$ cat src/rtl/fnd_pkg.sv
// Shared types and constants for the 4-digit common-anode FND scan controller.
package fnd_pkg;

  typedef enum logic [1:0] {
    IDLE  = 2'd0,
    BLANK = 2'd1,
    ON    = 2'd2
  } fnd_state_e;

  typedef logic [1:0] digit_idx_t;

  localparam logic [7:0] FND_OFF = 8'hFF;
  localparam logic [3:0] COM_OFF = 4'b1111;

  // Active-low one-hot digit select for a given digit index.
  function automatic logic [3:0] com_sel(input digit_idx_t idx);
    return ~(4'b0001 << idx);
  endfunction

endpackage

$ cat src/rtl/fnd_scan_ctrl_if.sv
// Bus between the value-producing logic and the FND scan controller.
interface fnd_scan_ctrl_if;
  import fnd_pkg::*;

  // load is a one-cycle strobe with no ready: the controller accepts it in every
  // cycle, either into the display register or into the pending register.
  logic        en;
  logic [15:0] value;
  logic [3:0]  dp_in;
  logic        load;
  logic [3:0]  com;
  logic [7:0]  seg_7;
  logic        pending;
  logic        frame_tick;
  fnd_state_e  state_dbg;

  modport master (
    output en, value, dp_in, load,
    input  com, seg_7, pending, frame_tick, state_dbg
  );

  modport slave (
    input  en, value, dp_in, load,
    output com, seg_7, pending, frame_tick, state_dbg
  );

endinterface

$ cat src/rtl/fnd_scan_ctrl_decoder_7seg.sv
// Hex nibble to active-low 7-segment font {a,b,c,d,e,f,g,dp}; dp is always off here.
module decoder_7seg (
  input  logic [3:0] nibble,
  output logic [7:0] font
);

  always_comb begin
    font = 8'hFF;
    unique case (nibble)
      4'h0: font = 8'h03;
      4'h1: font = 8'h9F;
      4'h2: font = 8'h25;
      4'h3: font = 8'h0D;
      4'h4: font = 8'h99;
      4'h5: font = 8'h49;
      4'h6: font = 8'h41;
      4'h7: font = 8'h1F;
      4'h8: font = 8'h01;
      4'h9: font = 8'h09;
      4'hA: font = 8'h11;
      4'hB: font = 8'hC1;
      4'hC: font = 8'h63;
      4'hD: font = 8'h85;
      4'hE: font = 8'h61;
      4'hF: font = 8'h71;
    endcase
  end

endmodule

$ cat src/rtl/fnd_scan_ctrl.sv
// Time-multiplexed 4-digit FND scan controller with tear-free deferred loads.
// Optional FND_LEADING_ZERO_BLANK_EN blanks leading zero digits 3..1.
module fnd_scan_ctrl
  import fnd_pkg::*;
#(
  parameter int SCAN_DIV  = 100_000,  // >= 4
  parameter int BLANK_CYC = 16        // 1 <= BLANK_CYC < SCAN_DIV
) (
  input  logic          clk,
  input  logic          reset_n,
  fnd_scan_ctrl_if.slave bus
);

  localparam int PW = $clog2(SCAN_DIV);
  typedef logic [PW-1:0] presc_t;
  localparam presc_t SLOT_LAST  = presc_t'(SCAN_DIV - 1);
  localparam presc_t BLANK_LAST = presc_t'(BLANK_CYC - 1);

  fnd_state_e  state_q, state_d;
  presc_t      presc_q, presc_d;
  digit_idx_t  idx_q, idx_d;
  logic [15:0] disp_val_q, disp_val_d;
  logic [3:0]  disp_dp_q, disp_dp_d;
  logic [15:0] pend_val_q, pend_val_d;
  logic [3:0]  pend_dp_q, pend_dp_d;
  logic        pending_q, pending_d;
  logic        frame_tick_q, frame_tick_d;
  logic [3:0]  com_q, com_d;
  logic [7:0]  seg_q, seg_d;

  logic        boundary;
  logic [3:0]  nibble;
  logic [7:0]  font;
  logic        lead_zero;

  assign nibble = 4'(disp_val_q >> {idx_q, 2'b00});

  decoder_7seg u_decoder (
    .nibble (nibble),
    .font   (font)
  );

`ifdef FND_LEADING_ZERO_BLANK_EN
  assign lead_zero = (idx_q != digit_idx_t'(0)) &&
                     ((disp_val_q >> {idx_q, 2'b00}) == 16'h0000);
`else
  assign lead_zero = 1'b0;
`endif

  // Scan sequencing: IDLE -> BLANK -> ON -> BLANK (next digit) ...
  always_comb begin
    state_d  = state_q;
    presc_d  = presc_q;
    idx_d    = idx_q;
    boundary = 1'b0;
    if (!bus.en) begin
      state_d = IDLE;
      presc_d = '0;
      idx_d   = '0;
    end else begin
      unique case (state_q)
        IDLE: begin
          state_d = BLANK;
          presc_d = '0;
          idx_d   = '0;
        end
        BLANK: begin
          presc_d = presc_q + 1'b1;
          if (presc_q == BLANK_LAST) state_d = ON;
        end
        ON: begin
          if (presc_q == SLOT_LAST) begin
            state_d  = BLANK;
            presc_d  = '0;
            idx_d    = idx_q + digit_idx_t'(1);
            boundary = (idx_q == digit_idx_t'(3));
          end else begin
            presc_d = presc_q + 1'b1;
          end
        end
        default: begin
          state_d = IDLE;
          presc_d = '0;
          idx_d   = '0;
        end
      endcase
    end
  end

  // Load path: a pending value only reaches the display at a frame boundary.
  always_comb begin
    disp_val_d = disp_val_q;
    disp_dp_d  = disp_dp_q;
    pend_val_d = pend_val_q;
    pend_dp_d  = pend_dp_q;
    pending_d  = pending_q;
    if (boundary && pending_q) begin
      disp_val_d = pend_val_q;
      disp_dp_d  = pend_dp_q;
      pending_d  = 1'b0;
    end
    if (bus.load) begin
      if (state_q == IDLE || boundary) begin
        disp_val_d = bus.value;
        disp_dp_d  = bus.dp_in;
        pending_d  = 1'b0;
      end else begin
        pend_val_d = bus.value;
        pend_dp_d  = bus.dp_in;
        pending_d  = 1'b1;
      end
    end
  end

  // frame_tick is high during the last cycle of digit3's slot.
  always_comb begin
    frame_tick_d = (state_d == ON) && (presc_d == SLOT_LAST) &&
                   (idx_d == digit_idx_t'(3));
    com_d = COM_OFF;
    seg_d = FND_OFF;
    if (bus.en && state_q == ON) begin
      com_d = com_sel(idx_q);
      seg_d = (lead_zero ? FND_OFF : font) & {7'h7F, ~disp_dp_q[idx_q]};
    end
  end

  always_ff @(posedge clk or negedge reset_n) begin
    if (!reset_n) begin
      state_q      <= IDLE;
      presc_q      <= '0;
      idx_q        <= '0;
      disp_val_q   <= '0;
      disp_dp_q    <= '0;
      pend_val_q   <= '0;
      pend_dp_q    <= '0;
      pending_q    <= 1'b0;
      frame_tick_q <= 1'b0;
      com_q        <= COM_OFF;
      seg_q        <= FND_OFF;
    end else begin
      state_q      <= state_d;
      presc_q      <= presc_d;
      idx_q        <= idx_d;
      disp_val_q   <= disp_val_d;
      disp_dp_q    <= disp_dp_d;
      pend_val_q   <= pend_val_d;
      pend_dp_q    <= pend_dp_d;
      pending_q    <= pending_d;
      frame_tick_q <= frame_tick_d;
      com_q        <= com_d;
      seg_q        <= seg_d;
    end
  end

  assign bus.com        = com_q;
  assign bus.seg_7      = seg_q;
  assign bus.pending    = pending_q;
  assign bus.frame_tick = frame_tick_q;
  assign bus.state_dbg  = state_q;

endmodule

$ cat src/flat_wrapper.sv
// flat-port wrapper written by rule: the top's interface ports become plain ports
module fnd_scan_ctrl_flat import fnd_pkg::*;
#(
  parameter int SCAN_DIV  = 100_000,         
  parameter int BLANK_CYC = 16                                    
)
  (clk, reset_n, bus_en, bus_value, bus_dp_in, bus_load, bus_com, bus_seg_7, bus_pending, bus_frame_tick, bus_state_dbg);
  fnd_scan_ctrl_if bus_i ();
  input  logic clk;
  input  logic reset_n;
  input wire logic [$bits(bus_i.en)-1:0] bus_en;
  input wire logic [$bits(bus_i.value)-1:0] bus_value;
  input wire logic [$bits(bus_i.dp_in)-1:0] bus_dp_in;
  input wire logic [$bits(bus_i.load)-1:0] bus_load;
  output wire logic [$bits(bus_i.com)-1:0] bus_com;
  output wire logic [$bits(bus_i.seg_7)-1:0] bus_seg_7;
  output wire logic [$bits(bus_i.pending)-1:0] bus_pending;
  output wire logic [$bits(bus_i.frame_tick)-1:0] bus_frame_tick;
  output wire logic [$bits(bus_i.state_dbg)-1:0] bus_state_dbg;
  assign bus_i.en = bus_en;
  assign bus_i.value = bus_value;
  assign bus_i.dp_in = bus_dp_in;
  assign bus_i.load = bus_load;
  assign bus_com = bus_i.com;
  assign bus_seg_7 = bus_i.seg_7;
  assign bus_pending = bus_i.pending;
  assign bus_frame_tick = bus_i.frame_tick;
  assign bus_state_dbg = bus_i.state_dbg;
  fnd_scan_ctrl #(.SCAN_DIV(SCAN_DIV), .BLANK_CYC(BLANK_CYC)) u_core (.clk(clk), .reset_n(reset_n), .bus(bus_i));
endmodule
$ cat config.mk
export PLATFORM = sky130hd
export DESIGN_NAME = fnd_scan_ctrl_flat
export DESIGN_NICKNAME = d
export VERILOG_FILES = /design/src/rtl/fnd_pkg.sv /design/src/rtl/fnd_scan_ctrl_if.sv /design/src/rtl/fnd_scan_ctrl_decoder_7seg.sv /design/src/rtl/fnd_scan_ctrl.sv /design/src/flat_wrapper.sv
export SDC_FILE = /design/constraint.sdc
export NUM_CORES = 1
export LEC_CHECK = 0
export CAP_MARGIN = 20
export CORE_ASPECT_RATIO = 0.5
export CORE_UTILIZATION = 55
export DETAILED_ROUTE_END_ITERATION = 12
export GPL_TIMING_DRIVEN = 0
export HOLD_SLACK_MARGIN = 0.02
export PLACE_DENSITY = 0.78
export SLEW_MARGIN = 30
export SYNTH_ARGS = -nofsm -noshare
export SYNTH_HDL_FRONTEND = slang
export SYNTH_SLANG_ARGS = --single-unit
$ cat constraint.sdc
create_clock -name clk -period 2.7 [get_ports clk]
set_input_delay 0.54 -clock clk [delete_from_list [all_inputs] [get_ports clk]]
set_output_delay 0.54 -clock clk [all_outputs]
set_load 0.05 [all_outputs]
==> results by group, run 1 <==
GRT
  – Initial antenna violation count: 0
  – Total routing resource utilization after global routing: between 20% and 30%
  – Global-route wire length before repair: 13400 um
  – Pin count of the biggest net entering global routing: 50
  – Global route overflow: 0
  – Vias in the first global route: 2789

Setup path
  – R2R Setup Slk: approximately 170 ps
  – CP Capture Type: flip-flop
  – Worst path required time: between 2000 and 3000 ps
  – Peak fanout along the critical path: 10
  – WS Path Type: reg2reg
  – Data arrival time of the critical path: around 2800 ps
  – Cell count of the worst reg-to-reg path: 8
  – Critical path launch point type: flip-flop
  – Startpoint of the lowest-slack register-to-register path: u_core.presc_q[5]
  – Destination of the worst register-to-register timing path: u_core.disp_val_q[14]

Drt
  – Detailed-route wire length per cell: approximately 16 um
  – Number of routed nets with antenna violations: 0
  – Via count: roughly 2900
  – Initial DRC count: 125
  – Vias/cell: 5.66
  – DRC violations left: 0
  – Total Routed Length: 8280 um
  – Drt pass-1 iters: 6

Finish
  – Layout cells sized above 1: 17.8%
  – Antenna diode instance count: 0
  – Final Util: a little over two thirds
  – Top library cells by usage in the layout, fill and taps aside: 63 x dfrtp_1, 42 x nand2_1, 38 x clkdlybuf4s50_1, 26 x nor2_1, 25 x o21ai_0
  – Layout net count: approximately 450
  – Most common cell after layout, fill and taps aside: dfrtp_1
  – Area delta synth->final: 21.4%

CTS
  – Buffer levels on the longest clock path: 2
  – CTS Root Buffer Type: clkbuf_16
  – Number of buffers added by the clock tree synthesis step: 9
  – Clk sinks: 75
  – CTS tree: done
  – Clk pin slew, worst setup/hold paths: approximately 60 ps
  – Cts-stage hold buffer count: 0
  – Worst-Skew Late Latency: roughly 340 ps
  – Level count of the clock H-tree: 3

Logic synthesis
  – Xor and xnor fraction of the mapped netlist area: 3.57%
  – Netlist Area Pre-Place: 3920 um2
  – Cell type contributing the most total cell area after synthesis: dfrtp_1
  – Top area cells in the synthesized netlist: dfrtp_1 40%, dfstp_2 8.0%, mux2i_1 6.1%
  – Fraction of registers with async set or reset after synthesis: 100%
  – Area share of the leading cell type in the synthesized netlist: 40.2%
  – Syn_area_per_cell: about 11 um2
  – Number of enable-type register cells in the synthesized netlist: 0
  – Sequential share of the synthesized area: between 40% and 50%
  – Share of synthesized cell area in and, or, nand and nor gates: ~16%
  – Most used DFF post-synth: dfrtp_1
  – Area share of fa/ha/maj cells after synthesis: around 4.8%
  – Post-synthesis mux area share: 15.6%
  – Number of cells produced by synthesis: 359
  – Syn nets: around 400
  – Number of synthesized register bits: 75
  – Synth Area in Compound Gates: 8.00%
  – Synthesis Warnings: 0
  – Unique masters post-synth: between 50 and 60
  – Largest family of logic cells by synthesized area: simple AND/OR/NAND/NOR gates

Run
  – Number of max-cap violations: 0

Floorplan
  – Area of the die: 7500 um2
  – Top-level I/O count: 40
  – Starting density of the core: 57.9%
  – Chip height: approximately 62 um
  – Number of rows created at floorplan: 21
  – Core footprint: between 6000 and 7000 um2
  – Die extent in x: 121 um

Timing
  – Clk_skew: just under 6 ps
  – Final WS setup: ~170 ps
  – Pin slew with the least headroom to its limit: 536 ps
  – Setup repair after global routing missed its margin: no
  – Worst hold slack: approximately 120 ps
  – Total of endpoints with negative setup slack in the final report: 0
  – Total Neg Setup Slack: 0 ps
  – Slew Limit Headroom: between 60% and 70%
  – Final worst path period share: between 90% and 100%
  – FMAX: between 0.3 and 0.4 GHz
  – Final slew viol count: 0
  – Number of endpoints with negative hold slack in the final report: 0
  – Final min period: 2530 ps

Power and ir drop
  – PwrDens: 640 nW/um2
  – Leakage power summed over all cells: between 2 and 2.5 nW
  – Maximum resistive drop on vdd: between 0.3 and 0.4 mV
  – Cell-internal power: ~0.0022 W
  – Combinational share of power: approximately 16%
  – Switching share of power: a little over a quarter
  – Power, Total: approximately 0.0030 W
  – Clock Power Share: between 30% and 40%
  – Sequential group share of total power: 45.0%
  – Net switching power: 0.000807 W

Outcome
  – Outcome: finished, final reports clean

Placement
  – Port Buffers: 39
  – Worst slack, placed: about 11 ps
  – GPL Wtd Cong: a little under 0.9
  – Dpl hpwl: a little under 6000 um

Worst hold path
  – Min-delay worst type: in2async
==> power groups by stage <==
stage / logic, W / registers, W / clock network, W
floorplan: 0.000310 / 0.00137 / 0
global placement: 0.000437 / 0.00138 / 0
detailed placement: 0.000467 / 0.00139 / 0
CTS: 0.000473 / 0.00137 / 0.00122
global route: 0.000524 / 0.00139 / 0.00126
finish: 0.000472 / 0.00137 / 0.00120
==> sequential cells by signal, summed over array words and instances (netlist names) <==
register,count
u_core.presc_q,17
u_core.bus.pending,1
u_core.pend_val_q,16
u_core.idx_q,2
u_core.bus.frame_tick,1
u_core.disp_dp_q,4
u_core.disp_val_q,16
u_core.pend_dp_q,4
u_core.bus.state_dbg,2
u_core.bus.seg_7,8
u_core.bus.com,4
==> critical path, stage by stage (launching register included) <==
cell and delay, ps:
dfrtp_1 450, or3_1 430, or4_1 410, buf_4 180, nor3_4 230, nand2_1 140
buf_4 220, mux2i_1 140, o21ai_0 220
==> cells by family after synthesis <==
| group | count (synthesis) |
|---|---|
| AO/OA/AOI/OAI | 51 |
| XOR/XNOR | 16 |
| adder cells (fa/ha/maj) | 15 |
| buffers and inverters | 28 |
| flip-flops | 75 |
| multiplexers | 51 |
| AND/OR/NAND/NOR | 123 |
==> through the flow <==
stage | cells | instance area [um2]
2_1_floorplan | 359 | 3920
5_1_grt | 507 | 4760
6_report | 507 | 4760
3_3_place_gp | 490 | 4430
3_5_place_dp | 491 | 4450
4_1_cts | 507 | 4760
==> layout make-up <==
class	count	area (um2)
timing repair buffer	40	415
multi-input combinational	256	1890
sequential	75	1890
fill	474	2020
clock inverter	7	76.3
buffer	18	108
clock buffer	9	225
inverter	10	37.5
tap	92	115
==> synthesized netlist by cell type, types with 2 or more instances <==
| cell | count |
|---|---|
| and3_1 | 2 |
| xnor2_1 | 7 |
| buf_6 | 3 |
| nor4_1 | 4 |
| nor3b_1 | 2 |
| inv_1 | 10 |
| buf_4 | 3 |
| and4_1 | 4 |
| buf_2 | 3 |
| nor3_1 | 5 |
| clkbuf_1 | 9 |
| dfrtp_1 | 63 |
| mux2_2 | 21 |
| mux2i_1 | 24 |
| nand2b_1 | 4 |
| nand4_1 | 3 |
| dfstp_2 | 12 |
| or3_1 | 4 |
| o221ai_1 | 2 |
| or4_1 | 2 |
| nand4b_1 | 2 |
| o211ai_1 | 5 |
| a2111oi_0 | 2 |
| o21ai_0 | 25 |
| nand2_1 | 42 |
| nor2b_1 | 3 |
| nor2_1 | 26 |
| mux4_2 | 6 |
| nand3_1 | 11 |
| ha_1 | 15 |
| xor2_1 | 9 |
| a21oi_1 | 7 |
==> routing by layer <==
metal / GRT usage, % / vias to the layer above / routed length, um
li1: - / 1377 / -
met5: 0 / - / 0
met2: 41.6 / 68 / 3980
met4: 6.88 / 0 / 123
met1: 29.9 / 1411 / 3730
met3: 9.76 / 14 / 440
==> worst max path at each step <==
stage,from,slack [ps],cells past startpoint,end
after global routing,u_core.presc_q[5],20,8,u_core.disp_val_q[14]
after detailed placement,bus_en,10,7,u_core.pend_val_q[5]
after global placement,reset_n,-1260,1,u_core.presc_q[0]
after floorplan,u_core.bus.state_dbg[0],290,8,u_core.pend_dp_q[0]
final,u_core.presc_q[5],170,8,u_core.disp_val_q[14]
after CTS,u_core.presc_q[5],100,7,u_core.disp_dp_q[3]
==> repair_timing <==
action / in CTS / in global routing
buffers inserted: 0 / 0
resized for setup: 0 / 5
setup endpoints to repair: 0 / 16
endpoints found under the hold margin: 0 / 0
(Power assumes the default switching activity.)
==> run 2: changes to the inputs <==
Settings changed: CELL_PAD_IN_SITES_DETAIL_PLACEMENT from default to 1, CELL_PAD_IN_SITES_GLOBAL_PLACEMENT from default to 2, CORE_UTILIZATION 55 to 38, PLACE_DENSITY 0.78 to 0.8.
Clock period 2.7 ns to 2.61 ns, I/O delays scaled along.
==> results by group, run 2 (synthesis gave the netlist of run 1 again) <==
Power and ir drop
  – PwrDens: 657 nW/um2 (was 640 nW/um2)
  – Maximum resistive drop on vdd: 0.428 mV (was 0.368 mV)
  – Leakage power summed over all cells: 2.05 nW (was 2.06 nW)

CTS
  – CTS tree: done (unchanged)
  – Worst-Skew Late Latency: 330 ps (was 340 ps)
  – Clk sinks: 75 (unchanged)
  – Cts-stage hold buffer count: 0 (unchanged)
  – Number of buffers added by the clock tree synthesis step: 9 (unchanged)
  – CTS Root Buffer Type: clkbuf_16 (unchanged)
  – Number of buffers added for setup after CTS: 0 (unchanged)
  – Level count of the clock H-tree: 3 (unchanged)
  – Buffer levels on the longest clock path: 2 (unchanged)
  – Clk pin slew, worst setup/hold paths: 60 ps (about the same)

Setup path
  – CP Capture Type: flip-flop (unchanged)
  – Number of buffer and inverter stages on the critical path: 2 (unchanged)
  – CP cell instances: or3_1 > or4_1 > buf_4 > or2_1 > a21oi_1 > nand3b_4 > buf_6 > nor2_1 (was or3_1 > or4_1 > buf_4 > nor3_4 > nand2_1 > buf_4 > mux2i_1 > o21ai_0)
  – Worst path required time: 2830 ps (was 2940 ps)
  – WS Path Type: reg2reg (unchanged)
  – Data arrival time of the critical path: 2710 ps (was 2770 ps)
  – Worst path slowest cell: dfrtp_1 (unchanged)
  – Critical Path Source: u_core.presc_q[5] (unchanged)
  – Peak fanout along the critical path: 10 (unchanged)
  – Cell count of the worst reg-to-reg path: 8 (unchanged)
  – Critical Path Sink: u_core.presc_q[9] (was u_core.disp_val_q[14])
  – Instance count on the critical path: 8 (unchanged)
  – Critical path launch point type: flip-flop (unchanged)
  – Startpoint of the lowest-slack register-to-register path: u_core.presc_q[5] (unchanged)
  – R2R Setup Slk: 110 ps (was 170 ps)
  – Destination of the worst register-to-register timing path: u_core.presc_q[9] (was u_core.disp_val_q[14])
  – Slowest cell delay on critical path: 450 ps (about the same)
  – Category of cells accounting for the largest share of critical-path delay: simple AND/OR/NAND/NOR gates (unchanged)

Floorplan
  – Top-level I/O count: 40 (unchanged)
  – Area of the die: 10800 um2 (was 7500 um2)
  – Number of rows created at floorplan: 25 (was 21)
  – Chip height: 73.9 um (was 61.7 um)
  – Core footprint: 9730 um2 (was 6780 um2)
  – Die extent in x: 146 um (was 121 um)
  – Starting density of the core: 40.3% (was 57.9%)

Drt
  – Via count: 2890 (was 2870)
  – Top layer in use: met4 (unchanged)
  – Length of routed met2 wiring: 4670 um (was 3980 um)
  – Total Routed Length: 9330 um (was 8280 um)
  – Total length of routed met3 wires: 280 um (was 440 um)
  – Detailed-route wire length per cell: 17.0 um (was 16.3 um)
  – Drt pass-1 iters: 4 (was 6)
  – Metal-1 WL: 4280 um (was 3730 um)
  – Initial DRC count: 86 (was 125)
  – Number of routed nets with antenna violations: 0 (unchanged)
  – DRC violations left: 0 (unchanged)
  – Vias/cell: 5.25 (was 5.66)

Finish
  – Area delta synth->final: 22.7% (was 21.4%)
  – Most common cell after layout, fill and taps aside: dfrtp_1 (unchanged)
  – Largest reg by FF count: u_core.presc_q (unchanged)
  – Top library cells by usage in the layout, fill and taps aside: 63 x dfrtp_1, 42 x nand2_1, 38 x clkdlybuf4s50_1, 26 x nor2_1, 25 x o21ai_0 (unchanged)
  – Number of flip-flops in the largest register: 17 (unchanged)
  – Layout cells sized above 1: 17.8% (unchanged)
  – Final Util: 49.5% (was 70.3%)
  – Largest registers in the final layout: u_core.presc_q x17, u_core.disp_val_q x16, u_core.pend_val_q x16 (unchanged)
  – Layout net count: 449 (unchanged)
  – Antenna diode instance count: 0 (unchanged)

Worst hold path
  – Min-delay worst type: in2async (unchanged)

Placement
  – GPL Wtd Cong: 0.785 (was 0.865)
  – Port Buffers: 39 (unchanged)
  – Dpl hpwl: 6800 um (was 5830 um)

Timing
  – Final slew viol count: 0 (unchanged)
  – Clk_skew: 8.85 ps (was 5.84 ps)
  – Final worst path period share: 95.7% (was 93.6%)
  – Setup repair after global routing missed its margin: no (unchanged)
  – Number of endpoints with negative hold slack in the final report: 0 (unchanged)
  – Total of endpoints with negative setup slack in the final report: 0 (unchanged)
  – Final min period: 2500 ps (was 2530 ps)
  – Worst hold slack: 143 ps (was 119 ps)
  – Total Neg Setup Slack: 0 ps (unchanged)
  – FMAX: 0.401 GHz (was 0.396 GHz)
  – Pin slew with the least headroom to its limit: 541 ps (was 536 ps)
  – Slew Limit Headroom: 63.8% (was 64.1%)

GRT
  – Global-route wire length before repair: 16200 um (was 13400 um)
  – Global route overflow: 0 (unchanged)
  – Pin count of the biggest net entering global routing: 43 (was 50)
  – Total routing resource utilization after global routing: 19.5% (was 24.5%)
  – Vias in the first global route: 3188 (was 2789)
  – Initial antenna violation count: 0 (unchanged)

Run
  – Number of max-cap violations: 0 (unchanged)

Outcome
  – Outcome: finished, final reports clean (unchanged)
==> run 2: cell types whose count changed in the layout (fill, tap and decap cells not counted), sizes merged <==
cell	change
clkinv	-2
clkinvlp	+1
inv	-1
buf	-1
clkbuf	+3
==> run 2: area by class of cell <==
class                   count  area [um2]
clock buffers              11         243
clock inverters             5        61.3
flip-flops and latches     75        1890
inverters                  10        37.5
fillers                  1078        4910
well taps                 135         169
repair buffers             40         408
plain buffers              18         111
multi-input cells         256        1890
==> run 2: worst min-delay path by stage <==
| stage | start | endpoint | slack, ps | cells past startpoint |
|---|---|---|---|---|
| 3_3_place_gp | u_core.presc_q[0] | u_core.presc_q[0] | 480 | 1 |
| 3_5_place_dp | u_core.pend_val_q[11] | u_core.pend_val_q[11] | 490 | 1 |
| 6_report | reset_n | u_core.presc_q[10] | 140 | 1 |
| 4_1_cts | reset_n | u_core.presc_q[12] | 150 | 1 |
| 2_1_floorplan | reset_n | u_core.bus.frame_tick | 230 | 0 |
| 5_1_grt | reset_n | u_core.presc_q[10] | 180 | 1 |
==> run 2: metal layers <==
layer	global-route usage (%)	vias to the layer above
met4	5.38	0
li1	-	1374
met2	35.1	35
met1	24.0	1471
met3	4.47	10
met5	0	-
==> run 2: power by group <==
group	switching, W	internal (W)	total [W]
registers	0.0000915	0.00133	0.00142
logic	0.000244	0.000246	0.000490
clock network	0.000486	0.000770	0.00126
total	0.000821	0.00234	0.00316
==> run 2: timing repair <==
| action | in CTS | in global routing |
|---|---|---|
| resized for setup | 2 | 4 |
| endpoints found under the setup margin | 16 | 20 |
| hold endpoints to repair | 0 | 0 |
| pin swaps | 0 | 0 |
| cloned | 0 | 0 |
==> run 2: metrics by stage <==
stage | area [um2] | instances | setup WS [ps] | power [W]
final | 4820 | 550 | 113 | 0.00316
after global routing | 4820 | 550 | 5.50 | 0.00333
after CTS | 4810 | 550 | 43.0 | 0.00320
after detailed placement | 4500 | 534 | -71.0 | 0.00193
after global placement | 4480 | 533 | -1470 | 0.00189
after floorplan | 3920 | 359 | 201 | 0.00174
==> run 3: changes to the inputs <==
Settings changed: PLACE_DENSITY 0.8 to 0.77.
==> results by group, run 3 (synthesis gave the netlist of run 1 again) <==
Power and ir drop
  – Cell-internal power: 0.00231 W (was 0.00234 W)
  – PwrDens: 649 nW/um2 (was 657 nW/um2)
  – Clock Power Share: 38.7% (was 39.7%)
  – Maximum resistive drop on vdd: 0.380 mV (was 0.428 mV)
  – Net switching power: 0.000807 W (was 0.000821 W)
  – Switching share of power: 25.9% (was 26.0%)
  – Power, Total: 0.00312 W (was 0.00316 W)
  – Sequential group share of total power: 45.5% (was 44.8%)
  – Combinational share of power: 15.8% (was 15.5%)
  – Leakage power summed over all cells: 2.05 nW (about the same)

Finish
  – Filler Cell Count: 1046 (was 1078)
  – Largest reg by FF count: u_core.presc_q (unchanged)
  – Layout net count: 450 (was 449)
  – Largest registers in the final layout: u_core.presc_q x17, u_core.disp_val_q x16, u_core.pend_val_q x16 (unchanged)
  – Area delta synth->final: 22.5% (was 22.7%)
  – Post-Layout Cell Count: 551 (was 550)
  – Antenna diode instance count: 0 (unchanged)
  – Final Instance Area: 4810 um2 (was 4820 um2)
  – Number of flip-flops in the largest register: 17 (unchanged)
  – Top library cells by usage in the layout, fill and taps aside: 63 x dfrtp_1, 42 x nand2_1, 38 x clkdlybuf4s50_1, 26 x nor2_1 (was 63 x dfrtp_1, 42 x nand2_1, 38 x clkdlybuf4s50_1, 26 x nor2_1, 25 x o21ai_0)
  – Most common cell after layout, fill and taps aside: dfrtp_1 (unchanged)
  – Layout cells sized above 1: 17.5% (was 17.8%)
  – Final Util: 49.4% (was 49.5%)

Timing
  – Final worst path period share: 95.3% (was 95.7%)
  – Slew Limit Headroom: 63.9% (was 63.8%)
  – Pin slew with the least headroom to its limit: 540 ps (was 541 ps)
  – Final min period: 2490 ps (was 2500 ps)
  – Final slew viol count: 0 (unchanged)
  – Total of endpoints with negative setup slack in the final report: 0 (unchanged)
  – Clk_skew: 7.23 ps (was 8.85 ps)
  – Setup repair after global routing missed its margin: no (unchanged)
  – Number of endpoints with negative hold slack in the final report: 0 (unchanged)
  – FMAX: 0.402 GHz (was 0.401 GHz)

Drt
  – Metal-1 WL: 4240 um (was 4280 um)
  – Top layer in use: met4 (unchanged)
  – Drt pass-1 iters: 4 (unchanged)
  – Number of routed nets with antenna violations: 0 (unchanged)
  – DRC violations left: 0 (unchanged)
  – Total length of routed met3 wires: 288 um (was 280 um)
  – Initial DRC count: 122 (was 86)
  – Total Routed Length: 9480 um (was 9330 um)
  – Vias/cell: 5.25 (about the same)
  – Via count: 2890 (unchanged)
  – Length of routed met2 wiring: 4890 um (was 4670 um)
  – Detailed-route wire length per cell: 17.2 um (was 17.0 um)

GRT
  – Pin count of the biggest net entering global routing: 42 (was 43)
  – Total routing resource utilization after global routing: 19.7% (was 19.5%)
  – Initial antenna violation count: 0 (unchanged)
  – Global route overflow: 0 (unchanged)
  – Global-route wire length before repair: 16300 um (was 16200 um)
  – Vias in the first global route: 3213 (was 3188)

Floorplan
  – Area of the die: 10800 um2 (unchanged)
  – Number of rows created at floorplan: 25 (unchanged)
  – Core footprint: 9730 um2 (unchanged)
  – Top-level I/O count: 40 (unchanged)
  – Chip height: 73.9 um (unchanged)
  – Starting density of the core: 40.3% (unchanged)
  – Die extent in x: 146 um (unchanged)

CTS
  – Worst-Skew Late Latency: 330 ps (about the same)
  – Buffer levels on the longest clock path: 2 (unchanged)
  – Clk sinks: 75 (unchanged)
  – Level count of the clock H-tree: 3 (unchanged)
  – CTS tree: done (unchanged)
  – Clk pin slew, worst setup/hold paths: 60 ps (about the same)
  – Number of buffers added by the clock tree synthesis step: 9 (unchanged)
  – Cts-stage hold buffer count: 0 (unchanged)
  – CTS Root Buffer Type: clkbuf_16 (unchanged)

Setup path
  – Data arrival time of the critical path: 2740 ps (was 2710 ps)
  – Critical path launch point type: flip-flop (unchanged)
  – Cell count of the worst reg-to-reg path: 7 (was 8)
  – Peak fanout along the critical path: 7 (was 10)
  – Worst path required time: 2870 ps (was 2830 ps)
  – WS Path Type: reg2reg (unchanged)
  – CP Capture Type: flip-flop (unchanged)

Placement
  – Placed Area: 4500 um2 (unchanged)
  – Port Buffers: 39 (unchanged)
  – GPL Wtd Cong: 0.776 (was 0.785)
  – Dpl hpwl: 6880 um (was 6800 um)
  – Total placed cells including tap cells: 534 (unchanged)

Run
  – Number of max-cap violations: 0 (unchanged)

Worst hold path
  – Min-delay worst type: in2async (unchanged)

Outcome
  – Outcome: finished, final reports clean (unchanged)
-- run 3: what timing repair did --
action / 4_1_cts / 5_1_grt
setup endpoints to repair: 20 / 32
buffers inserted: 0 / 1
resized for setup: 2 / 6
-- run 3: final timing paths --
check / slack, ps / endpoint / startpoint
min in group clk: 500 / u_core.presc_q[0] / u_core.presc_q[0]
worst min-delay path: 150 / u_core.presc_q[10] / reset_n
worst max-delay path: 120 / u_core.bus.frame_tick / u_core.presc_q[5]
max in group asynchronous: 1820 / u_core.bus.seg_7[5] / reset_n
worst min register to register: 500 / u_core.presc_q[0] / u_core.presc_q[0]
worst max register to register: 120 / u_core.bus.frame_tick / u_core.presc_q[5]
-- run 3: per-layer routing --
metal | vias up | track usage [%]
met5 | - | 0
met4 | 0 | 5.15
met3 | 6 | 4.35
met2 | 31 | 36.8
met1 | 1473 | 23.2
li1 | 1380 | -
-- run 3: power groups by stage --
stage | Sequential [W] | Clock, W | Combinational [W]
3_3_place_gp | 0.00143 | 0 | 0.000466
3_5_place_dp | 0.00144 | 0 | 0.000494
6_report | 0.00142 | 0.00121 | 0.000493
4_1_cts | 0.00142 | 0.00125 | 0.000499
2_1_floorplan | 0.00142 | 0 | 0.000321
5_1_grt | 0.00144 | 0.00129 | 0.000553
-- run 3: layout make-up --
cell class	instances	area, um2	area share [%]
Multi-Input combinational cell	256	1890	39.4
Sequential cell	75	1890	39.4
Timing Repair Buffer	41	415	8.64
Clock buffer	12	236	4.92
Tap cell	135	169	3.51
Buffer	18	111	2.32
Clock inverter	4	51.3	1.07
Inverter	10	37.5	0.781
-- run 3: metrics by stage --
| step | hold slack [ps] | worst slack [ps] | TNS, ps |
|---|---|---|---|
| 6_report | 148 | 123 | 0 |
| 5_1_grt | 182 | 1.57 | 0 |
| 4_1_cts | 159 | 45.8 | 0 |
| 3_5_place_dp | 496 | -99.3 | -1850 |
| 3_3_place_gp | 486 | -1480 | -101260 |
| 2_1_floorplan | 226 | 201 | 0 |
-- run 3: critical path, cell delays in order (launching register included) --
cell and delay [ps]:
dfrtp_1 460, or3_1 430, or4_1 410, buf_4 180, nor2_4 120, nand2_1 90
a2111oi_0 460, and4_1 270
